===== config.mk =====
export PLATFORM = sky130hd
export DESIGN_NAME = ntt_addr_gen
export DESIGN_NICKNAME = d
export VERILOG_FILES = /design/src/rtl/ntt_addr_gen.sv
export SDC_FILE = /design/constraint.sdc
export NUM_CORES = 1
export LEC_CHECK = 0
export CORE_MARGIN = 1
export CORE_UTILIZATION = 60
export CTS_CLUSTER_DIAMETER = 50
export DETAILED_ROUTE_END_ITERATION = 6
export MAX_ROUTING_LAYER = met4
export PLACE_DENSITY_LB_ADDON = 0.05
export SYNTH_ARGS = -nofsm -noshare
export SYNTH_HDL_FRONTEND = slang
export SYNTH_SLANG_ARGS = --single-unit

===== constraint.sdc =====
create_clock -name clk_i -period 8 [get_ports clk_i]
set_clock_uncertainty 0.2 [all_clocks]
set_input_delay 1.6 -clock clk_i [delete_from_list [all_inputs] [get_ports clk_i]]
set_output_delay 1.6 -clock clk_i [all_outputs]
set_load 0.005 [all_outputs]

===== src/rtl/ntt_addr_gen.sv =====
// NTT layer sequencer: per-cycle coefficient-pair read addresses, zeta index and delayed write-back addresses.
// Optional feature macro NTT_DILITHIUM_EN enables the 8-layer Dilithium mode; without it only Kyber (7 layers) exists.
module ntt_addr_gen #(
    parameter int RD_LAT = 1
) (
    input  logic       clk_i,
    input  logic       rst_n_i,
    input  logic       start_i,
    input  logic       sel_red_i,
    input  logic       inverse_i,
    output logic       busy_o,
    output logic       done_o,
    output logic       rd_en_o,
    output logic [7:0] rd_addr_a_o,
    output logic [7:0] rd_addr_b_o,
    output logic [7:0] zeta_addr_o,
    output logic       sel_red_o,
    output logic       sel_butterfly_o,
    output logic       wr_en_o,
    output logic [7:0] wr_addr_a_o,
    output logic [7:0] wr_addr_b_o
);

    typedef enum logic [1:0] {IDLE = 2'd0, RUN = 2'd1, DRAIN = 2'd2, DONE = 2'd3} state_t;

    localparam logic [2:0] DRAIN_LAST = 3'(RD_LAT - 1);

    state_t     state, nxt_state;
    logic [2:0] layer, nxt_layer;
    logic [6:0] cnt, nxt_cnt;
    logic [2:0] dcnt, nxt_dcnt;
    logic       inv, nxt_inv;
    logic [2:0] top_layer, start_top;
    logic       last_layer;

    logic [2:0] s;
    logic [7:0] len, g, off, a_nxt, z_nxt;

`ifdef NTT_DILITHIUM_EN
    logic kyb;

    always_ff @(posedge clk_i or negedge rst_n_i) begin
        if (!rst_n_i) begin
            kyb <= 1'b0;
        end else if (state == IDLE && start_i) begin
            kyb <= sel_red_i;
        end
    end

    assign sel_red_o = kyb;
    assign top_layer = kyb ? 3'd6 : 3'd7;
    assign start_top = sel_red_i ? 3'd6 : 3'd7;
`else
    logic unused_sel_red;

    assign unused_sel_red = sel_red_i;
    assign sel_red_o      = 1'b1;
    assign top_layer      = 3'd6;
    assign start_top      = 3'd6;
`endif

    // Forward walks layers upward, inverse walks them downward.
    assign last_layer = inv ? (layer == 3'd0) : (layer == top_layer);

    always_comb begin
        nxt_state = state;
        nxt_layer = layer;
        nxt_cnt   = cnt;
        nxt_dcnt  = dcnt;
        nxt_inv   = inv;
        case (state)
            IDLE: begin
                if (start_i) begin
                    nxt_state = RUN;
                    nxt_inv   = inverse_i;
                    nxt_layer = inverse_i ? start_top : 3'd0;
                    nxt_cnt   = 7'd0;
                end
            end
            RUN: begin
                nxt_cnt = cnt + 7'd1;
                if (cnt == 7'd127) begin
                    nxt_state = DRAIN;
                    nxt_dcnt  = 3'd0;
                end
            end
            DRAIN: begin
                if (dcnt == DRAIN_LAST) begin
                    if (last_layer) begin
                        nxt_state = DONE;
                    end else begin
                        nxt_state = RUN;
                        nxt_layer = inv ? layer - 3'd1 : layer + 3'd1;
                        nxt_cnt   = 7'd0;
                    end
                end else begin
                    nxt_dcnt = dcnt + 3'd1;
                end
            end
            DONE: nxt_state = IDLE;
            default: nxt_state = IDLE;
        endcase
    end

    // Pair addresses for the upcoming cycle, computed from the next counter values so outputs are registered.
    always_comb begin
        s     = 3'd7 - nxt_layer;
        len   = 8'd128 >> nxt_layer;
        g     = {1'b0, nxt_cnt} >> s;
        off   = {1'b0, nxt_cnt} & (len - 8'd1);
        a_nxt = (g << ({1'b0, s} + 4'd1)) | off;
    end

`ifdef NTT_DILITHIUM_EN
    assign z_nxt = nxt_inv ? ((8'd2 << nxt_layer) - 8'd1 - g) : ((8'd1 << nxt_layer) + g);
`else
    logic [6:0] z7;

    assign z7    = nxt_inv ? ((7'd2 << nxt_layer) - 7'd1 - g[6:0]) : ((7'd1 << nxt_layer) + g[6:0]);
    assign z_nxt = {1'b0, z7};
`endif

    always_ff @(posedge clk_i or negedge rst_n_i) begin
        if (!rst_n_i) begin
            state           <= IDLE;
            layer           <= 3'd0;
            cnt             <= 7'd0;
            dcnt            <= 3'd0;
            inv             <= 1'b0;
            busy_o          <= 1'b0;
            done_o          <= 1'b0;
            rd_en_o         <= 1'b0;
            rd_addr_a_o     <= 8'd0;
            rd_addr_b_o     <= 8'd0;
            zeta_addr_o     <= 8'd0;
            sel_butterfly_o <= 1'b0;
        end else begin
            state           <= nxt_state;
            layer           <= nxt_layer;
            cnt             <= nxt_cnt;
            dcnt            <= nxt_dcnt;
            inv             <= nxt_inv;
            busy_o          <= (nxt_state == RUN) || (nxt_state == DRAIN);
            done_o          <= (nxt_state == DONE);
            rd_en_o         <= (nxt_state == RUN);
            rd_addr_a_o     <= (nxt_state == RUN) ? a_nxt : 8'd0;
            rd_addr_b_o     <= (nxt_state == RUN) ? a_nxt + len : 8'd0;
            zeta_addr_o     <= (nxt_state == RUN) ? z_nxt : 8'd0;
            sel_butterfly_o <= nxt_inv;
        end
    end

    // Write-back replay: keeps shifting in every state so the tail drains through DONE/IDLE.
    logic [RD_LAT-1:0] pipe_en;
    logic [7:0]        pipe_a [RD_LAT];
    logic [7:0]        pipe_b [RD_LAT];

    always_ff @(posedge clk_i or negedge rst_n_i) begin
        if (!rst_n_i) begin
            pipe_en <= '0;
            for (int i = 0; i < RD_LAT; i++) begin
                pipe_a[i] <= 8'd0;
                pipe_b[i] <= 8'd0;
            end
        end else begin
            pipe_en[0] <= rd_en_o;
            pipe_a[0]  <= rd_addr_a_o;
            pipe_b[0]  <= rd_addr_b_o;
            for (int i = 1; i < RD_LAT; i++) begin
                pipe_en[i] <= pipe_en[i-1];
                pipe_a[i]  <= pipe_a[i-1];
                pipe_b[i]  <= pipe_b[i-1];
            end
        end
    end

    assign wr_en_o     = pipe_en[RD_LAT-1];
    assign wr_addr_a_o = pipe_a[RD_LAT-1];
    assign wr_addr_b_o = pipe_b[RD_LAT-1];

endmodule


==> flow_summary.json, run 1 <==
{
  "outcome": "completed",
  "cp_slowest_stage_delay_ns": 0.55,
  "cts_setup_buffers": 0,
  "dieArea_um2": 6933,
  "synth_area_leaders": "dfrtp_1, ha_1, nand2_1, inv_1, a21oi_1",
  "comb_power_share_pct": 49.8,
  "grt_antenna_before_repair": 0,
  "powerDensity_nw_per_um2": 334.2,
  "synthCells": 423,
  "first_iter_violations": 191,
  "peakVddDrop_uv": 226.9,
  "grt_pass1_vias": 3065,
  "syn-num-nets": 460,
  "synth_edf_count": 0,
  "arrival_ns": 6.44,
  "worstHoldPathCells": 0,
  "clk_latency_ns": 0.34,
  "design_power_total_w": 0.001566,
  "tns_ns": 0,
  "use_met3_pct": 6.163,
  "fillers": 485,
  "end_kind": "flop",
  "seqCellArea_um2": 1476,
  "clockPowerShare_pct": 19.7,
  "ys_async_sr_fraction_pct": 100.0,
  "top_usage_layer": "met2",
  "dr.pass1.iters": 5,
  "required_ns": 8.06,
  "dieWidth_um": 83.27,
  "critical-path-slowest-cell": "clkdlybuf4s50_1",
  "hp-start": "rd_addr_b_o[5]",
  "fin_nets": 505,
  "wl_per_cell_um": 16.81,
  "rows": 29,
  "area_growth_pct": 18.25,
  "min_to": "wr_addr_b_o[5]",
  "tightest_slew_ns": 0.8754,
  "grt_setup_unrepaired": "false",
  "clk_path_buf_depth": 2,
  "power.leakage_nw": 2.156,
  "synth.distinct_cells": 75,
  "crit_chain": "clkdlybuf4s50_1 > nor3b_1 > mux2_2 > mux2_4 > inv_6 > ha_1 > ha_1 > o21bai_1 > nor2_1 > a21oi_1 > inv_1 > ha_1 > a21o_1 > a21oi_1 > o21bai_1 > a21oi_1 > o21ai_0 > xnor2_1 > or2_2 > mux2i_1",
  "syn_avg_cell_area_um2": 9.368,
  "die_h_um": 83.27,
  "hold_class": "reg -> reg",
  "cts-resized-gates": 0,
  "h-tree-depth": 3,
  "root_buffer": "clkbuf_8",
  "viasPerCell": 6.013,
  "grt.met1_usage_pct": 37.81,
  "fin_crit_sh_pct": 79.72,
  "grt_use_total_pct": 29.25,
  "cp_num_buf_inv": 3,
  "grt-ovfl-total": 0,
  "clk_pin_slew_ns": 0.06,
  "ys_ff_latch": 59,
  "switching_share_pct": 36.99,
  "initial_core_util_pct": 62.40,
  "cpLargestDelayFamily": "compound AO/OA/AOI/OAI gates",
  "drv_slew": 0,
  "maxCapViolCount": 0,
  "cts_sinks": 59,
  "relSlewSlack_pct": 39.97,
  "hpwl_um": 6794,
  "synth_top_area_share_pct": 37.26,
  "hold_viol": 0,
  "port_buffers": 47,
  "vias": 3307,
  "drive_gt1_share_pct": 8.879,
  "cts_hold_buffers": 0,
  "yosys.area.top_type": "dfrtp_1",
  "ant_nets": 0,
  "synth_seq_area_share_pct": 37.26,
  "cp-start-kind": "input pin",
  "r2r-start": "inv",
  "fmax_mhz": 156.8,
  "reg2reg_slack_ns": 2.69,
  "ys_warn_count": 0,
  "power.internal_w": 0.0009868,
  "r2r_end": "rd_addr_b_o[7]",
  "yosysMostFrequentCell": "dfrtp_1",
  "layout_min_cycle_time_ns": 6.377,
  "synthTopCellsByCount": "dfrtp_1, nand2_1, inv_1",
  "core_area_um2": 6350,
  "p_seq_share_pct": 30.5,
  "synth_area_um2": 3963,
  "wirelength_um": 9245,
  "cts_tree": "yes",
  "setup_viol": 0,
  "grt_max_degree": 60,
  "gp_congestion": 0.9376,
  "diodes": 0,
  "drc": 0,
  "met2_usage_pct": 47.54,
  "grt_pass1_wl_um": 15470,
  "ys.flop_type": "dfrtp_1",
  "path_max_fanout": 21,
  "cts_buffers": 9,
  "power.net_switching_w": 0.0005792,
  "multi_input_area_um2": 2250,
  "ff2ff_path_depth": 20,
  "boundaryPins": 51,
  "crit_type": "in -> reg"
}
[state kept, by name (all words and copies together) (netlist names), 2 cells and up]
name,cells
rd_addr_a_o,8
rd_addr_b_o,8
wr_addr_a_o,8
wr_addr_b_o,8
cnt,7
zeta_addr_o,7
dcnt,3
layer,3
state,2
[metal layers]
metal | part of all wire (%) | wire length [um] | vias to the layer above
met5 | 0 | 0 | -
met4 | 1.1 | 102 | 0
met3 | 6.5 | 597 | 11
met2 | 49 | 4519 | 117
met1 | 44 | 4025 | 1586
li1 | - | - | 1593
[worst max-delay path by stage]
stage,cells after the start,slack [ns],start,to
5_1_grt,18,1.26,start_i,rd_addr_b_o[7]
4_1_cts,20,1.66,start_i,rd_addr_b_o[7]
2_1_floorplan,20,2.30,start_i,rd_addr_b_o[7]
6_report,20,1.62,start_i,rd_addr_b_o[7]
3_5_place_dp,20,1.33,start_i,rd_addr_b_o[7]
3_3_place_gp,20,1.43,start_i,rd_addr_b_o[7]
[per-stage QoR]
step	hold slack [ns]	cells	instance area, um2	setup WS (ns)	util [%]
after floorplan	0.1757	423	3963	2.297	-
after global placement	0.1567	534	4458	1.428	70.21
after detailed placement	0.1585	534	4458	1.329	70.21
after CTS	0.1656	550	4686	1.662	73.79
after global routing	0.1706	550	4686	1.255	73.79
final	0.1681	550	4686	1.623	73.79
[cells in the final DEF, fill, tap and decap left out, drive strengths merged, types with 3 or more instances in the layout]
master	synthesis	routed
nand2	44	44
nor3	10	10
nand2b	6	6
nor3b	4	4
a22oi	8	8
o21a	4	4
inv	36	36
o22ai	3	3
clkbuf	7	12
a31oi	9	9
o21ai	18	18
mux2i	6	6
and3	3	3
nand3	9	9
a21o	4	4
xor2	5	5
a32o	3	3
xnor2	12	12
fa	4	4
o211ai	7	7
a211oi	7	7
mux2	5	5
nor4	3	3
nor2b	4	4
clkdlybuf4s50	0	46
o21bai	7	7
dfrtp	59	59
nor2	31	31
buf	10	5
a311oi	4	4
ha	28	28
and2	6	6
a21oi	25	25
[kinds of logic after synthesis]
logic type               synth area share [%]
AND/OR/NAND/NOR                         17.24
AO/OA/AOI/OAI                           21.12
flip-flops                              37.26
buffers and inverters                   5.967
adder cells (fa/ha/maj)                 10.86
XOR/XNOR                                4.326
multiplexers                            3.031
other                                  0.1895
[power groups by stage]
stage	Clock [W]	Sequential, W	Combinational (W)
global route	0.000326	0.000491	0.000855
floorplan	0	0.000483	0.000460
detailed placement	0	0.000485	0.000770
finish	0.000309	0.000477	0.000779
global placement	0	0.000475	0.000759
CTS	0.000313	0.000480	0.000777
[layout make-up]
class,count,share of cell area (%)
clock buffer,12,3.311
sequential,59,31.51
inverter,36,2.991
multi-input combinational,311,48.01
timing repair buffer,51,10.57
clock inverter,4,1.549
tap,77,2.056
Power figures use the tool's default switching activity.
==> run 2: changes to the inputs <==
Settings changed: CORE_UTILIZATION 60 to 56.
Clock period 8 ns to 6.51 ns, I/O delays scaled along.
==> run 2 against run 1 <==
Die area rose by 7.0%. Core utilization fell by 4.9 points. Largest cell class unchanged. Worst hold slack improved by 0.0041 ns. Via count fell by 0.54%. Flip-flop and latch count did not move. Largest power group unchanged. Sequential power rose by 22%.
==> flow_summary.json, run 2 (synthesis gave the netlist of run 1 again) <==
{
  "p_seq_share_pct": 31.4,
  "endpoint": "rd_addr_b_o[7]",
  "fin_crit_sh_pct": 89.28,
  "wirelength_um": 9001,
  "fin_util_pct": 68.94,
  "cts_setup_buffers": 0,
  "worst_slack_ns": 0.6976,
  "cts-resized-gates": 0,
  "fin_cells": 576,
  "clk_latency_ns": 0.34,
  "reg2reg_slack_ns": 1.56,
  "die_h_um": 86.12,
  "wl_per_cell_um": 15.63,
  "peakVddDrop_uv": 157.4,
  "path_max_fanout": 13,
  "layout_min_cycle_time_ns": 5.812,
  "fillers": 592,
  "vias": 3289,
  "h-tree-depth": 3,
  "dp_slack_ns": 0.3885,
  "multi_input_area_um2": 2250,
  "final_cell_mix": "dfrtp_1, clkdlybuf4s50_1, nand2_1",
  "arrival_ns": 5.88,
  "grt_pass1_vias": 3230,
  "first_iter_violations": 199,
  "fin_nets": 513,
  "diodes": 0,
  "cp-start-kind": "input pin",
  "hpwl_um": 6726,
  "power.leakage_nw": 2.168,
  "drv_slew": 0,
  "seqCellArea_um2": 1476,
  "grt_pass1_wl_um": 15460,
  "clk_pin_slew_ns": 0.07,
  "switching_share_pct": 38.16,
  "area_growth_pct": 18.85,
  "boundaryPins": 51,
  "cts_hold_buffers": 0,
  "tns_ns": 0,
  "hold_class": "reg -> reg",
  "fmax_mhz": 172.0,
  "maxCapViolCount": 0,
  "r2r-start": "layer[0]",
  "cts_sinks": 59,
  "drive_gt1_share_pct": 10.42,
  "cts_tree": "yes",
  "power.net_switching_w": 0.0007062,
  "rows": 30,
  "viasPerCell": 5.710,
  "dieWidth_um": 86.12,
  "ff2ff_path_depth": 17,
  "root_buffer": "clkbuf_8",
  "crit_type": "in -> reg",
  "dp.cells": 561,
  "hold_viol": 0,
  "grt_setup_unrepaired": "false",
  "drc": 0,
  "required_ns": 6.58,
  "grt_use_total_pct": 27.82,
  "end_kind": "flop",
  "cts_buffers": 9,
  "port_buffers": 47,
  "grt_max_degree": 60,
  "ant_nets": 0,
  "core_area_um2": 6832,
  "initial_core_util_pct": 58.00,
  "dieArea_um2": 7417,
  "layout_commonest_cell": "dfrtp_1",
  "grt-ovfl-total": 0,
  "crit_path_start": "start_i",
  "setup_viol": 0,
  "power.internal_w": 0.001145,
  "dr.pass1.iters": 5,
  "clockPowerShare_pct": 15.6,
  "powerDensity_nw_per_um2": 393.0,
  "gp_congestion": 0.9689,
  "clk_path_buf_depth": 2,
  "tightest_slew_ns": 0.9109,
  "comb_power_share_pct": 53.0,
  "outcome": "completed",
  "grt_antenna_before_repair": 0,
  "r2r_end": "rd_addr_b_o[7]",
  "relSlewSlack_pct": 37.54
}
## run 2: worst min-delay path by stage
stage / start / to / slack [ns] / depth (start not counted)
finish: rd_addr_b_o[3] / wr_addr_b_o[3] / 0.17 / 0
global route: rd_addr_b_o[5] / wr_addr_b_o[5] / 0.18 / 0
CTS: rd_addr_b_o[3] / wr_addr_b_o[3] / 0.18 / 0
detailed placement: rd_addr_b_o[3] / wr_addr_b_o[3] / 0.16 / 0
global placement: rd_en_o / wr_en_o / 0.16 / 0
floorplan: rd_addr_a_o[0] / wr_addr_a_o[0] / 0.18 / 0
## run 2: layout make-up
cell class                 instances  area share, %
timing repair buffer              59          11.80
clock buffer                      10          2.922
tap                               96          2.550
clock inverter                     5         0.6376
multi-input combinational        311          47.77
inverter                          36          2.976
sequential                        59          31.35
## run 2: critical path, stage by stage
cell and delay (ns):
clkdlybuf4s50_1 0.54, nor3b_1 0.28, mux2_2 0.37, mux2_4 0.36, ha_1 0.31, nand2_1 0.21, ha_1 0.22, nand2b_1 0.14
and3_1 0.22, o21a_1 0.17, a311oi_1 0.32, a21oi_1 0.12, ha_1 0.33, a21oi_1 0.21, o21ai_0 0.17, xnor2_1 0.17
or2_2 0.28, mux2i_1 0.13
## run 2: power by group through the flow
stage	Sequential (W)	Combinational, W	Clock [W]
2_1_floorplan	0.000593	0.000565	0
3_3_place_gp	0.000584	0.000961	0
3_5_place_dp	0.000589	0.000977	0
4_1_cts	0.000582	0.000984	0.000297
5_1_grt	0.000596	0.00109	0.000311
6_report	0.000580	0.000982	0.000289
## run 2: through the flow
step	power, W	area [um2]	hold WS (ns)
floorplan	0.001158	3963	0.1757
global route	0.001993	4710	0.1807
finish	0.001851	4710	0.1722
global placement	0.001544	4542	0.1597
CTS	0.001863	4710	0.1755
detailed placement	0.001567	4542	0.1611
## run 2: layer usage
metal	vias up	wire length [um]	global-route usage [%]
li1	1604	-	-
met1	1563	4204	36.73
met2	103	4192	42.86
met3	19	439	3.850
met4	0	165	12.12
met5	-	0	-
